`config.mk`:
```
export PLATFORM = sky130hd
export DESIGN_NAME = pattern_player
export DESIGN_NICKNAME = d
export VERILOG_FILES = /design/src/rtl/pattern_player_pkg.sv /design/src/rtl/pattern_player_step_timer.sv /design/src/rtl/pattern_player.sv
export SDC_FILE = /design/constraint.sdc
export NUM_CORES = 1
export LEC_CHECK = 0
export BUFFER_PORTS_ARGS = -buffer_cell sky130_fd_sc_hd__buf_2
export CORE_ASPECT_RATIO = 0.7
export CORE_MARGIN = 5
export CORE_UTILIZATION = 23
export CTS_BUF_LIST = sky130_fd_sc_hd__clkbuf_8
export DETAILED_ROUTE_END_ITERATION = 6
export PLACE_DENSITY_LB_ADDON = 0.25
export SLEW_MARGIN = 20
export SYNTH_ARGS = -nofsm -noshare
export SYNTH_HDL_FRONTEND = slang
export SYNTH_HIERARCHICAL = 1
export SYNTH_SLANG_ARGS = --single-unit
```
`constraint.sdc`:
```
create_clock -name clk -period 2.64 [get_ports clk]
set_clock_uncertainty 0.1 [all_clocks]
set_input_delay 0.264 -clock clk [delete_from_list [all_inputs] [get_ports clk]]
set_output_delay 0.264 -clock clk [all_outputs]
set_load 0.01 [all_outputs]
```
`src/rtl/pattern_player_pkg.sv`:
```
// Shared definitions for the pattern player and the input-capture block:
// key encoding, FSM states and the key-to-lamp decode.
package pattern_player_pkg;

    localparam int unsigned KEY_W    = 4;
    localparam int unsigned MAX_KEYS = 8;

    typedef enum logic [1:0] {
        StIdle,
        StOn,
        StGap,
        StDone
    } state_e;

    // Keys 1..MAX_KEYS light lamp (key-1); anything else is dark.
    function automatic logic [MAX_KEYS-1:0] key_to_onehot(input logic [KEY_W-1:0] key);
        logic [MAX_KEYS-1:0] oh;
        oh = '0;
        if (key != '0 && key <= KEY_W'(MAX_KEYS)) begin
            oh = MAX_KEYS'(1) << (key - KEY_W'(1));
        end
        return oh;
    endfunction

endpackage

```
`src/rtl/pattern_player_step_timer.sv`:
```
// Loadable down-counter; tc_o is high while the count sits at zero.
module step_timer #(
    parameter int unsigned Width = 8
) (
    input  logic             clk_i,
    input  logic             rst_i,
    input  logic             load_i,
    input  logic [Width-1:0] load_val_i,
    input  logic             en_i,
    output logic             tc_o
);

    logic [Width-1:0] cnt_q, cnt_d;

    always_comb begin
        cnt_d = cnt_q;
        if (load_i) begin
            cnt_d = load_val_i;
        end else if (en_i && cnt_q != '0) begin
            cnt_d = cnt_q - Width'(1);
        end
    end

    always_ff @(posedge clk_i or posedge rst_i) begin
        if (rst_i) begin
            cnt_q <= '0;
        end else begin
            cnt_q <= cnt_d;
        end
    end

    assign tc_o = (cnt_q == '0);

endmodule

```
`src/rtl/pattern_player.sv`:
```
// Plays up to eight latched keys on a one-hot lamp bank: each key lit for
// ON_CYCLES, then dark for GAP_CYCLES, followed by a one-cycle done pulse.
module pattern_player
    import pattern_player_pkg::*;
#(
    parameter int unsigned ON_CYCLES  = 50_000_000,
    parameter int unsigned GAP_CYCLES = 25_000_000
) (
    input  logic                      clk,
    input  logic                      rst,
    input  logic                      start,
    input  logic                      abort,
    input  logic [KEY_W*MAX_KEYS-1:0] target_seq,
    input  logic [3:0]                difficulty_k,
    output logic [MAX_KEYS-1:0]       led,
    output logic [KEY_W-1:0]          show_key,
    output logic                      key_strobe,
    output logic [3:0]                play_idx,
    output logic                      play_active,
    output logic                      play_done
);

    localparam int unsigned MaxCycles = (ON_CYCLES > GAP_CYCLES) ? ON_CYCLES : GAP_CYCLES;
    localparam int unsigned TimerW    = $clog2(MaxCycles + 1);
    // Timer counts down to zero, so a phase of N cycles loads N-1.
    localparam logic [TimerW-1:0] OnLoad  = TimerW'(ON_CYCLES - 1);
    localparam logic [TimerW-1:0] GapLoad = TimerW'(GAP_CYCLES - 1);

    state_e                    state_q, state_d;
    logic [KEY_W*MAX_KEYS-1:0] seq_q, seq_d;
    logic [3:0]                keff_q, keff_d;
    logic [3:0]                idx_q, idx_d;
    logic [MAX_KEYS-1:0]       led_q, led_d;
    logic [KEY_W-1:0]          show_key_q, show_key_d;
    logic                      strobe_q, strobe_d;
    logic                      active_q, active_d;
    logic                      done_q, done_d;

    logic              tmr_load, tmr_en, tmr_tc;
    logic [TimerW-1:0] tmr_val;
    logic [3:0]        k_clamp, idx_inc;
    logic [KEY_W-1:0]  nxt_key;

    assign k_clamp = (difficulty_k > 4'(MAX_KEYS)) ? 4'(MAX_KEYS) : difficulty_k;
    assign idx_inc = idx_q + 4'd1;
    assign nxt_key = seq_q[{idx_inc[2:0], 2'b00} +: KEY_W];

    step_timer #(
        .Width(TimerW)
    ) u_timer (
        .clk_i     (clk),
        .rst_i     (rst),
        .load_i    (tmr_load),
        .load_val_i(tmr_val),
        .en_i      (tmr_en),
        .tc_o      (tmr_tc)
    );

    always_comb begin
        state_d    = state_q;
        seq_d      = seq_q;
        keff_d     = keff_q;
        idx_d      = idx_q;
        led_d      = led_q;
        show_key_d = show_key_q;
        strobe_d   = 1'b0;
        active_d   = active_q;
        done_d     = 1'b0;
        tmr_load   = 1'b0;
        tmr_val    = '0;
        tmr_en     = 1'b0;

        unique case (state_q)
            StIdle: begin
                if (start && !abort) begin
                    seq_d  = target_seq;
                    keff_d = k_clamp;
                    idx_d  = '0;
                    if (k_clamp == '0) begin
                        state_d  = StDone;
                        done_d   = 1'b1;
                        active_d = 1'b0;
                        led_d    = '0;
                    end else begin
                        state_d    = StOn;
                        led_d      = key_to_onehot(target_seq[KEY_W-1:0]);
                        show_key_d = target_seq[KEY_W-1:0];
                        strobe_d   = 1'b1;
                        active_d   = 1'b1;
                        tmr_load   = 1'b1;
                        tmr_val    = OnLoad;
                    end
                end
            end
            StOn: begin
                tmr_en = 1'b1;
                if (tmr_tc) begin
                    state_d  = StGap;
                    led_d    = '0;
                    tmr_load = 1'b1;
                    tmr_val  = GapLoad;
                end
            end
            StGap: begin
                tmr_en = 1'b1;
                if (tmr_tc) begin
                    if (idx_inc == keff_q) begin
                        state_d  = StDone;
                        done_d   = 1'b1;
                        active_d = 1'b0;
                    end else begin
                        state_d    = StOn;
                        idx_d      = idx_inc;
                        led_d      = key_to_onehot(nxt_key);
                        show_key_d = nxt_key;
                        strobe_d   = 1'b1;
                        tmr_load   = 1'b1;
                        tmr_val    = OnLoad;
                    end
                end
            end
            StDone: begin
                state_d = StIdle;
            end
            default: begin
                state_d = StIdle;
            end
        endcase

        // Abort overrides everything, including a start seen in the same cycle.
        if (abort) begin
            state_d  = StIdle;
            led_d    = '0;
            active_d = 1'b0;
            done_d   = 1'b0;
            strobe_d = 1'b0;
            tmr_load = 1'b0;
        end
    end

    always_ff @(posedge clk or posedge rst) begin
        if (rst) begin
            state_q    <= StIdle;
            seq_q      <= '0;
            keff_q     <= '0;
            idx_q      <= '0;
            led_q      <= '0;
            show_key_q <= '0;
            strobe_q   <= 1'b0;
            active_q   <= 1'b0;
            done_q     <= 1'b0;
        end else begin
            state_q    <= state_d;
            seq_q      <= seq_d;
            keff_q     <= keff_d;
            idx_q      <= idx_d;
            led_q      <= led_d;
            show_key_q <= show_key_d;
            strobe_q   <= strobe_d;
            active_q   <= active_d;
            done_q     <= done_d;
        end
    end

    assign led         = led_q;
    assign show_key    = show_key_q;
    assign key_strobe  = strobe_q;
    assign play_idx    = idx_q;
    assign play_active = active_q;
    assign play_done   = done_q;

endmodule
```
# Word-level counts from Yosys, hierarchy flattened
# Index checks and enable logic that the tools add are counted.
# W data, S select, Z words.
# totals
inputBits	40
word_cells	110
ff_bits	83
output_inout_bits	19
# op_classes
n_eq_ne	13
add_sub_neg	4
n_reduce_logical	22
order_cmp	3
shift	3
mux	55
# op_table
operator	count
$mux W26	6
$pmux W26 S3	1
$mux W8	8
$mux W4	8
$shiftx A32 B6 Y4	1
$logic_not A26 Y1	1
$reduce_bool A26 Y1	1
$sub A26 B1 Y26 const B	1
$mux W25	1
$pmux W8 S3	1
$mux W1	17
$pmux W4 S2	2
$shl A1 B4 Y8 const A	2
$ne A3 B3 Y1 const B	5
$mux W2	6
$reduce_bool A4 Y1	3
$reduce_and A5 Y1	2
$le A4 B4 Y1 const B	2
$ne A2 B2 Y1 const B	4
$pmux W2 S4	1
$reduce_and A4 Y1	2
$sub A4 B1 Y4 const B	2
$pmux W1 S2	3
$add A4 B1 Y4 const B	1
14 further kinds	19

# Longest topological paths before layout
# depth
depth_word	9
mapped_depth	13
depth_no_buf	10

# Cells and area by module
# Netlist, hierarchy kept.
# by_module_without_submodules
module	seq_area_each_um2	area_each_um2	instances	cells_per_inst
pattern_player	1426.4	3066.7	1	260
step_timer	650.6	1773.0	1	184

# Least setup slack after synthesis
# Ideal clock, no wire load.
# synth_timing
path_kind	reg-to-reg
from	register state_q[0]
to	register u_timer.cnt_q[4]
path_buffers	3
setup_time_ps	125
arrival_ps	2676
path_stages_with_launch	14
t_required_ps	2415
path_slack_ps	-261
period_less_slack_ps	2901
cell_sequence	dfrtp_1 -> inv_1 -> ha_1 -> clkbuf_1 -> inv_1 -> or2_2 -> clkbuf_1 -> nor2_1 -> o21bai_1 -> a211oi_1 -> inv_2 -> clkbuf_1 -> nand4_1 -> nand3_1
# synth_between
word_cells_on_any_way	11
classes_between	2 x eq/ne; 5 x mux; 4 x reduce/logical
# synth_rtl
item	line	text
from (decl)	pattern_player.sv:29	state_e state_q, state_d;
from (signal assigned)	pattern_player.sv:143	state_q <= StIdle;
from (signal assigned)	pattern_player.sv:153	state_q <= state_d;
$eq A2 B2 Y1, or another cell as far along	pattern_player.sv:73	unique case (state_q)
$pmux W1 S3 *	pattern_player.sv:73	
$mux W1 *	pattern_player.sv:131	if (abort) begin
via tmr_load	pattern_player.sv:39	logic tmr_load, tmr_en, tmr_tc;
$mux W26 / $reduce_bool A2 Y1 (equally long branches)	--	
to (signal assigned)	pattern_player_step_timer.sv:28	cnt_q <= cnt_d;
to (decl)	pattern_player_step_timer.sv:13	logic [Width-1:0] cnt_q, cnt_d;
# The timed path passes the listed nets; every way through them passes the cells marked *.
# A chain may end at the register's enable or synchronous reset.

# Final worst setup path
# layout_timing
from	register u_timer.cnt_q[9]
to	register led_q[3] (netlist: led[3])
# layout_between
elab_chain_cells	3
word_cells_on_any_way	4
classes_between	2 x eq/ne; 2 x reduce/logical
# layout_lines
item	line	text
$logic_not A26 Y1 *	pattern_player_step_timer.sv:32	assign tc_o = (cnt_q == '0);
via tmr_tc	pattern_player.sv:39	
$ne A3 B3 Y1 (no line)	--	
$reduce_and A5 Y1 (no line) *	--	
to (signal assigned)	pattern_player.sv:157	led_q <= led_d;
to (decl)	pattern_player.sv:33	logic [MAX_KEYS-1:0] led_q, led_d;
# Marks and branches as above.

==> flow_metrics.env <==
export IMPL_status="complete, no violations"
export IMPL_synth_most_common_cell="dfrtp_1"
export IMPL_synth_top_area_frac=0.429
export IMPL_grt_ovfl_total=0
export IMPL_routed_top_layer="met4"
export IMPL_cts_root_buf="clkbuf_8"
export IMPL_place_ws_ns=0.0330
export IMPL_grt_util_all_layers=0.112
export IMPL_cp_common_cell="o221ai_1"
export IMPL_yosys_top_cells_count="dfrtp_1, mux2_2, nand2_1"
export IMPL_num_rows=44
export IMPL_path_clk_slew_ns=0.09
export IMPL_synth_edf_count=0
export IMPL_synth_compound_area_share=0.135
export IMPL_post_synth_top_area_cell="dfrtp_1"
export IMPL_dr_wl_met2_mm=5.38
export IMPL_critPathSlowestCell="or4_1"
export IMPL_synth_area_top_cells="dfrtp_1, mux2_2, mux2i_1"
export IMPL_path_class="flop to flop"
export IMPL_yosysWarnings=6
export IMPL_synth_top_family_by_area="simple AND/OR/NAND/NOR gates"
export IMPL_tightest_slew_ns=0.622
export IMPL_dp_cells=810
export IMPL_switching_share=0.400
export IMPL_p_leak_nw=2.56
export IMPL_area_growth_pct=27.2
export IMPL_hold_class="input pin to flop"
export IMPL_ios=59
export IMPL_ys_seq_area_frac=0.429
export IMPL_irDropWorstVdd_v=0.000304
export IMPL_synth_async_sr_flop_share=1.00
export IMPL_reg2reg_depth=8
export IMPL_initial_core_util=0.234
export IMPL_cts_made_buffers=9
export IMPL_synth_xor_area_share=0.0445
export IMPL_num_nets_final=605
export IMPL_grt_start_max_net_pins=42
export IMPL_cap_violations=0
export IMPL_grt_pass1_vias=3876
export IMPL_worst_hold_slack_ns=0.0233
export IMPL_crit_fanout=11
export IMPL_gp_congestion=0.848
export IMPL_hold_viol=0
export IMPL_routed_wl_met3_microns=631
export IMPL_antenna_found_initial=0
export IMPL_power_switching_mw=2.55
export IMPL_dr_pass1_iters=6
export IMPL_num_antenna_cells=0
export IMPL_io_buffer_count=58
export IMPL_synthDistinctLibCells=79
export IMPL_critPathLaunchType="flop"
export IMPL_drive_gt1_frac=0.376
export IMPL_drv_slew=0
export IMPL_h_tree_depth=3
export IMPL_yosys_area_share_simple=0.186
export IMPL_p_comb_frac=0.501
export IMPL_multi_input_area_sq_um=2590
export IMPL_powerDensity_nw_per_um2=1040
export IMPL_rsz0062_at_grt="yes"
export IMPL_wl_per_cell_microns=15.7
export IMPL_coreArea_sq_um=20700
export IMPL_setup_viol=0
export IMPL_drc_errors=0
export IMPL_crit_path_end_kind="flop"
export IMPL_cts_tree="done"
export IMPL_cts_buffer_depth=2
export IMPL_p_seq_frac=0.334
export IMPL_required_ns=2.82
export IMPL_finalCritPeriodShare=0.958
export IMPL_viasPerCell=4.61
export IMPL_synth_main_ff_cell="dfrtp_1"
export IMPL_synth_area_mux_share=0.144
export IMPL_synthAdderAreaFrac=0.0155
export IMPL_holdPathStages=2
export IMPL_die_w_microns=183
export IMPL_syn_inst=444
export IMPL_layoutNonFillerInstCount=840
export IMPL_fin_ws_ns=0.110
export IMPL_cp_slowest_stage_delay_ns=0.54
export IMPL_syn_avg_cell_area_sq_um=10.9
export IMPL_postRouteWirelength_mm=13.2
export IMPL_clock_fmax_mhz=395
export IMPL_hpwlAfterDp_mm=10.1
export IMPL_ant_nets=0
export IMPL_dieArea_sq_um=24100
export IMPL_fillers=2187
export IMPL_crit_arrival_ns=2.71
export IMPL_internal_power_mw=3.82
export IMPL_register_area_sq_um=2080
export IMPL_vias=3873
export IMPL_insertion_delay_ns=0.37
export IMPL_crit_path_cell_trace="or4_1 > nor3_2 > and3_4 > o221ai_1 > a311oi_2 > buf_12 > nand4_2 > o221ai_1"
export IMPL_slew_headroom=0.580
export IMPL_met1_length_mm=7.02
export IMPL_pwr_share_clk=0.165
export IMPL_grt_pass1_wl_mm=21.7
export IMPL_clkSinkCount=83
export IMPL_syn_area_sq_um=4840
export IMPL_drtIter0Drc=178
export IMPL_ys_ff_latch=83
export IMPL_die_h_microns=131
export IMPL_min_period_ns=2.53
[layer usage]
| metal | vias to the layer above | GRT usage |
|---|---|---|
| li1 | 1866 | - |
| met4 | 0 | 0.0310 |
| met5 | - | 0 |
| met3 | 10 | 0.0268 |
| met2 | 88 | 0.151 |
| met1 | 1909 | 0.175 |
[sequential cells by signal (all words and copies together), names as in the netlist, 2 cells and up]
name and cells:
led 8, u_timer/cnt_q 26, seq_q 32, keff_q 4
state_q 2, show_key 4, play_idx 4
[cell type report]
type | instances | share of cell area
Clock buffer | 9 | 0.0201
Clock inverter | 7 | 0.0165
Inverter | 23 | 0.0144
Multi-Input combinational cell | 319 | 0.421
Sequential cell | 83 | 0.337
Tap cell | 276 | 0.0561
Timing Repair Buffer | 123 | 0.135
[cells by family (layout without fill, tap and decap cells)]
logic type / after synthesis / after routing
buf+inv: 45 / 162
other cells: 1 / 4
xor+xnor: 22 / 22
mux: 59 / 59
fa+ha+maj: 6 / 6
compound gates: 82 / 82
flops: 83 / 83
simple gates: 146 / 146
[stage by stage]
stage	power [mW]	utilization	TNS, ns	cell area (sq um)
2_1_floorplan	4.31	-	0	4860
3_3_place_gp	5.22	0.278	0	5760
3_5_place_dp	5.31	0.278	0	5760
4_1_cts	6.41	0.295	0	6100
5_1_grt	6.86	0.297	-0.154	6150
6_report	6.37	0.297	0	6150
[power by group through the flow]
stage	logic, mW	clock network (mW)	registers [mW]
CTS	3.18	1.10	2.13
floorplan	2.17	0	2.14
detailed placement	3.15	0	2.15
finish	3.19	1.05	2.13
global route	3.50	1.17	2.20
global placement	3.09	0	2.13
[worst paths after layout]
check	start	end	slack, ns
max	u_timer/cnt_q[9]	led[3]	0.11
min	target_seq[22]	seq_q[22]	0.02
max reg2reg	u_timer/cnt_q[9]	led[3]	0.11
min reg2reg	seq_q[6]	seq_q[6]	0.40
max in group asynchronous	rst	play_idx[0]	1.21
min in group asynchronous	rst	seq_q[1]	0.27
[layout by cell type, fill, tap and decap left out, types with 7 or more instances in the layout]
cell            n
a21oi_1         7
a31oi_1        10
buf_2          58
buf_4          50
clkbuf_8        9
dfrtp_1        83
dlygate4sd3_1  12
inv_1          21
mux2_2         41
mux2i_1        14
nand2_1        30
nand2b_1        7
nand3_1         9
nor2_1         23
nor2b_1         8
nor4_1          7
o21ai_0        13
xnor2_1        16
[critical path: cells and delay by family (launching register included)]
kind	cells	cell delay (ns)
and+or+nand+nor	4	1.13
DFF	1	0.39
buffers and inverters	1	0.18
AOI/OAI and AO/OA	3	0.65
[what timing repair did]
item | CTS | global route
hold buffers | 12 | 0
hold endpoints to repair | 48 | 0
gates resized for setup | 0 | 10
buffers inserted | 0 | 2
endpoints found under the setup margin | 0 | 15
Power figures use the tool's default switching activity.
